==> src/rtl/sram_bus_arbiter.sv <==
// Shares one SRAM-like req/addr_ok/data_ok bus between the fetch port and the data port,
// routing in-order responses back through an ID FIFO. Define SRAM_ARB_RR_EN for round-robin ties.
module sram_bus_arbiter #(
  parameter int OUTSTANDING = 2,
  parameter int PTR_W       = $clog2(OUTSTANDING)
) (
  input  logic             clk,
  input  logic             resetn,
  input  logic             inst_sram_req,
  input  logic             inst_sram_wr,
  input  logic [1:0]       inst_sram_size,
  input  logic [3:0]       inst_sram_wstrb,
  input  logic [31:0]      inst_sram_addr,
  input  logic [31:0]      inst_sram_wdata,
  output logic             inst_sram_addr_ok,
  output logic             inst_sram_data_ok,
  output logic [31:0]      inst_sram_rdata,
  input  logic             data_sram_req,
  input  logic             data_sram_wr,
  input  logic [1:0]       data_sram_size,
  input  logic [3:0]       data_sram_wstrb,
  input  logic [31:0]      data_sram_addr,
  input  logic [31:0]      data_sram_wdata,
  output logic             data_sram_addr_ok,
  output logic             data_sram_data_ok,
  output logic [31:0]      data_sram_rdata,
  output logic             mem_req,
  output logic             mem_wr,
  output logic [1:0]       mem_size,
  output logic [3:0]       mem_wstrb,
  output logic [31:0]      mem_addr,
  output logic [31:0]      mem_wdata,
  input  logic             mem_addr_ok,
  input  logic             mem_data_ok,
  input  logic [31:0]      mem_rdata,
  output logic             dbg_lock,
  output logic [PTR_W:0]   dbg_count
);

  localparam int CNT_W = PTR_W + 1;

  // Handshake: a source's req stays high until its addr_ok; mem_req holds the same
  // winner until mem_addr_ok; every accepted request gets exactly one data_ok, in order.
  typedef enum logic {UNLOCKED = 1'b0, LOCKED = 1'b1} arb_state_t;

  arb_state_t              state;
  logic                    grant_src;
  logic [OUTSTANDING-1:0]  fifo_id;
  logic [PTR_W-1:0]        rd_ptr;
  logic [PTR_W-1:0]        wr_ptr;
  logic [CNT_W-1:0]        count;
  logic                    winner;
  logic                    win_unlocked;
  logic                    win_req;
  logic                    full;
  logic                    push;
  logic                    pop;
  logic                    head_id;

`ifdef SRAM_ARB_RR_EN
  logic last_grant;
  // On a tie the source that did not win the last accept goes next.
  assign win_unlocked = (inst_sram_req && data_sram_req) ? ~last_grant : data_sram_req;
`else
  // Data wins ties: its access is older in program order than the fetch.
  assign win_unlocked = data_sram_req;
`endif

  assign winner  = (state == LOCKED) ? grant_src : win_unlocked;
  assign win_req = winner ? data_sram_req : inst_sram_req;
  assign full    = (count == CNT_W'(OUTSTANDING));
  assign mem_req = resetn & ~full & win_req;

  assign mem_wr    = winner ? data_sram_wr    : inst_sram_wr;
  assign mem_size  = winner ? data_sram_size  : inst_sram_size;
  assign mem_wstrb = winner ? data_sram_wstrb : inst_sram_wstrb;
  assign mem_addr  = winner ? data_sram_addr  : inst_sram_addr;
  assign mem_wdata = winner ? data_sram_wdata : inst_sram_wdata;

  assign push = mem_req & mem_addr_ok;
  assign inst_sram_addr_ok = push & ~winner;
  assign data_sram_addr_ok = push & winner;

  // A response with nothing outstanding is a bus protocol error and is ignored.
  assign head_id = fifo_id[rd_ptr];
  assign pop     = resetn & mem_data_ok & (count != '0);
  assign inst_sram_data_ok = pop & ~head_id;
  assign data_sram_data_ok = pop & head_id;
  assign inst_sram_rdata   = mem_rdata;
  assign data_sram_rdata   = mem_rdata;

  assign dbg_lock  = (state == LOCKED);
  assign dbg_count = count;

  always_ff @(posedge clk) begin
    if (!resetn) begin
      state     <= UNLOCKED;
      grant_src <= 1'b0;
      rd_ptr    <= '0;
      wr_ptr    <= '0;
      count     <= '0;
`ifdef SRAM_ARB_RR_EN
      last_grant <= 1'b1;
`endif
    end else begin
      case (state)
        UNLOCKED: if (mem_req && !mem_addr_ok) begin
          state     <= LOCKED;
          grant_src <= winner;
        end
        LOCKED:   if (mem_addr_ok) state <= UNLOCKED;
        default:  state <= UNLOCKED;
      endcase
      if (push) begin
        fifo_id[wr_ptr] <= winner;
        wr_ptr          <= wr_ptr + PTR_W'(1);
`ifdef SRAM_ARB_RR_EN
        last_grant      <= winner;
`endif
      end
      if (pop) rd_ptr <= rd_ptr + PTR_W'(1);
      case ({push, pop})
        2'b10:   count <= count + CNT_W'(1);
        2'b01:   count <= count - CNT_W'(1);
        default: count <= count;
      endcase
    end
  end

endmodule

==> config.mk <==
export PLATFORM = sky130hd
export DESIGN_NAME = sram_bus_arbiter
export DESIGN_NICKNAME = d
export VERILOG_FILES = /design/src/rtl/sram_bus_arbiter.sv
export SDC_FILE = /design/constraint.sdc
export NUM_CORES = 1
export LEC_CHECK = 0
export CAP_MARGIN = 40
export CORE_AREA = 3 3 126 128
export DETAILED_ROUTE_END_ITERATION = 7
export DIE_AREA = 0 0 129 131
export GPL_ROUTABILITY_DRIVEN = 1
export PLACE_DENSITY = 0.57
export SLEW_MARGIN = 10
export SYNTH_ARGS = -nofsm -noshare
export SYNTH_HDL_FRONTEND = slang
export SYNTH_SLANG_ARGS = --single-unit
export TNS_END_PERCENT = 30
==> constraint.sdc <==
create_clock -name clk -period 2.4 [get_ports clk]
set_clock_uncertainty 0.15 [all_clocks]
set_input_delay 0.24 -clock clk [delete_from_list [all_inputs] [get_ports clk]]
set_output_delay 0.24 -clock clk [all_outputs]
set_load 0.02 [all_outputs]
==> run_results.csv <==
group,metric,value,unit
timing,rsz0062_at_grt,"no",
timing,fin_crit,2352,ps
worst_setup_path,crit_start,"inst_sram_req",
pwr,swShare,33.44,%
pwr,leakage,1.546,nW
yosys,synth_top_family_by_area,"multiplexers",
floorplanning,core,0.01498,mm^2
timing,hold-worst-slack,330.0,ps
floorplanning,io_pins,323,
timing,finalMaxSlewViolations,0,
placed_design,postPlaceCellArea,0.003861,mm^2
clock_tree,clk_latency,240,ps
worst_setup_path,cpMostUsedCell,"clkdlybuf4s50_1",
timing,hold_viol_final,0,
yosys,synth_cell_type_count,30,
worst_setup_path,path_cells,"clkdlybuf4s50_1, a21boi_2, o221ai_1, buf_4, nor2b_1, clkdlybuf4s50_1",
yosys,synth-seq-cells,8,
global_route,use_met1,12.45,%
pwr,p_int,828.2,uW
worst_setup_path,path_delay_family,"buffers and inverters",
pwr,power_frac_comb,63.5,%
route,wl,9578,um
yosys,synthXorXnorAreaFrac,0.4811,%
placed_design,gp_congestion,0.7396,
global_route,grt_overflow,0,
route,via_per_inst,3.617,
yosys,yosysTopAreaCell,"mux2_2",
route,drc,0,
worst_setup_path,crit_path_end_kind,"output port",
yosys,synth_area_leaders,"mux2_2 (40%), buf_4 (26%), dfxtp_1 (6.6%)",
route,drtPass1Iterations,4,
floorplanning,fp.dieArea,0.01690,mm^2
clock_tree,numCtsBuffers,3,
pwr,p_total,1.244,mW
timing,max_slew.worst_pin.slew,338.7,ps
yosys,synth_area,0.001820,mm^2
route,vias,1982,
placed_design,port_buffers,226,
final_layout,layout.nets,541,
worst_setup_path,critPathArrivalTime,1960,ps
yosys,synth.top_cell.area_share,40.21,%
yosys,yosys_warnings,0,
clock_tree,clock_path_buffers,2,
yosys,synth.avg_cell_area,9.531,um^2
yosys,synth_compound_area_share,4.742,%
pwr,power.share.sequential,12.7,%
pwr,power_density,323.3,mW/mm^2
run_status,outcome,"finished clean",
worst_setup_path,worstSetupPathType,"in2out",
hold_path,hold_start,"mem_rdata[7]",
clock_tree,ctsHoldBuffers,0,
worst_setup_path,crit_fanout,4,
hold_path,hold_class,"in2out",
floorplanning,fp.dieW,129,um
pwr,switching_power,416.1,uW
clock_tree,cts_setup_buffers,0,
worst_setup_path,slowest_stage,"clkdlybuf4s50_1",
floorplanning,initial_core_util,12.16,%
worst_setup_path,worstPathRequired,2010,ps
global_route,grt.busiest_layer,"met2",
timing,post-route-period-util,98.01,%
global_route,first_global_vias,2061,
yosys,syn_nets,371,
yosys,yosysSeqAreaShare,9.897,%
global_route,grt_pass1_wl,12620,um
clock_tree,numClockSinks,8,
worst_setup_path,start_kind,"input pin",
final_layout,antenna_cells,0,
global_route,met3_usage,4.350,%
yosys,yosys.area_share.adder,0,%
clock_tree,cts_root_buffer,"clkbuf_16",
global_route,met2_usage,16.43,%
final_layout,layout-drive-gt1-share,23.06,%
floorplanning,chipHeight,131,um
flow_run,drv_cap,0,
final_layout,layout.cell_area.non_filler,0.003849,mm^2
worst_setup_path,path_buf_inv,3,
clock_tree,cts_max_level,1,
floorplanning,std_cell_rows,45,
global_route,grtUsageTotal,10.02,%
global_route,grt_max_degree,41,
worst_setup_path,r2r_start,"dbg_lock",
route,first_iter_violations,27,
route,post_drt_wl_per_cell,17.48,um
pwr,clkPwrFrac,23.9,%
yosys,synth_mux_area_share,47.35,%
global_route,antenna_found_initial,3,
worst_setup_path,cpPeakStageDelay,610,ps
pwr,peakVddDrop,0.0001280,V
yosys,postSynthCellCount,191,
timing,setup_viol,0,
clock_tree,cts_tree,"built",
route,antenna_left,0,
placed_design,dp_hpwl,8476,um
timing,slew_headroom,77.13,%
final_layout,area_growth,111.4,%
timing,fmax,425.1,MHz
yosys,synthSimpleGateAreaFrac,5.292,%
metrics by stage:
step           std cells  setup TNS (ps)  setup WS [ps]  utilization, %
2_1_floorplan        191               0          351.7               -
3_3_place_gp         544           -8545         -148.0           25.78
3_5_place_dp         544           -8623         -160.8           25.78
4_1_cts              548               0          51.77           25.70
5_1_grt              548               0          20.55           25.70
6_report             548               0          47.71           25.70
final cells by class:
class	count	area [um^2]
tap	188	235.2
timing repair buffer	237	2278
clock buffer	4	78.83
multi-input combinational	105	1054
inverter	6	22.52
sequential	8	180.2
fill	1663	11130
state kept, by name, summed over array words and instances, names as in the netlist:
name / cells
rd_ptr: 1
dbg_count: 2
dbg_lock: 1
grant_src: 1
fifo_id: 2
wr_ptr: 1
synth_stat cells:
cell,n
mux2_2,65
buf_4,64
buf_6,7
dfxtp_1,6
inv_1,6
mux2_1,6
nor2_1,6
mux2i_1,4
a31oi_1,2
edfxtp_1,2
nand2_1,2
nor2b_1,2
or3_1,2
a211oi_1,1
a21boi_2,1
and2_1,1
buf_2,1
mux2i_4,1
nand3_1,1
nand3b_1,1
nor3_1,1
o2111a_1,1
o211ai_2,1
o21ai_0,1
o221ai_1,1
o311ai_0,1
o41ai_1,1
or2_1,1
or3b_4,1
xor2_1,1
final timing paths:
kind / depth (start not counted) / to / slack [ps]
setup / recovery: 6 / mem_req / 50
hold / removal: 0 / data_sram_rdata[7] / 330
setup reg to reg: 6 / grant_src / 690
hold reg to reg: 1 / wr_ptr / 330
cell usage in the layout (no fill, tap or decap):
cell,Yosys,final
a211oi_1,1,1
a21boi_2,1,1
a31oi_1,2,2
and2_1,1,1
buf_12,0,2
buf_4,64,9
clkbuf_1,0,1
clkbuf_16,0,3
clkdlybuf4s50_1,0,153
dfxtp_1,6,6
dlygate4sd2_1,0,73
edfxtp_1,2,2
inv_1,6,6
mux2_1,6,6
mux2_2,65,65
mux2i_1,4,4
mux2i_4,1,1
nand2_1,2,2
nand3_1,1,1
nand3b_1,1,1
nor2_1,6,6
nor2b_1,2,2
nor3_1,1,1
o2111a_1,1,1
o211ai_2,1,1
o21ai_0,1,1
o221ai_1,1,1
o311ai_0,1,1
o41ai_1,1,1
or2_1,1,1
or3_1,2,2
or3b_4,1,1
xor2_1,1,1
routing by layer:
metal  vias up  wire (um)
li1        942          -
met1       864       3772
met2       156       4545
met3        14       1170
met4         6         64
met5         -         25
worst register-to-register path, cell delays in order, from the launching register on:
cell	delay [ps]
dfxtp_1	330
buf_4	170
a21boi_2	180
o221ai_1	140
buf_4	170
o311ai_0	310
o41ai_1	130
logic make-up after synthesis:
logic type / after synthesis
mux: 76
compound gates: 10
xor+xnor: 1
buf+inv: 78
flops: 8
simple gates: 18
power by group through the flow:
stage	sequential [mW]	clock [mW]	combinational [mW]
global route	0.159	0.304	0.841
detailed placement	0.160	0	0.879
CTS	0.158	0.303	0.804
finish	0.158	0.297	0.790
global placement	0.160	0	0.878
floorplan	0.165	0	0.515
timing repair:
action | 4_1_cts | 5_1_grt
gates resized for setup | 73 | 0
endpoints found under the hold margin | 0 | 0
endpoints found under the setup margin | 73 | 0
Note: power is estimated with default switching activity, not from simulation.
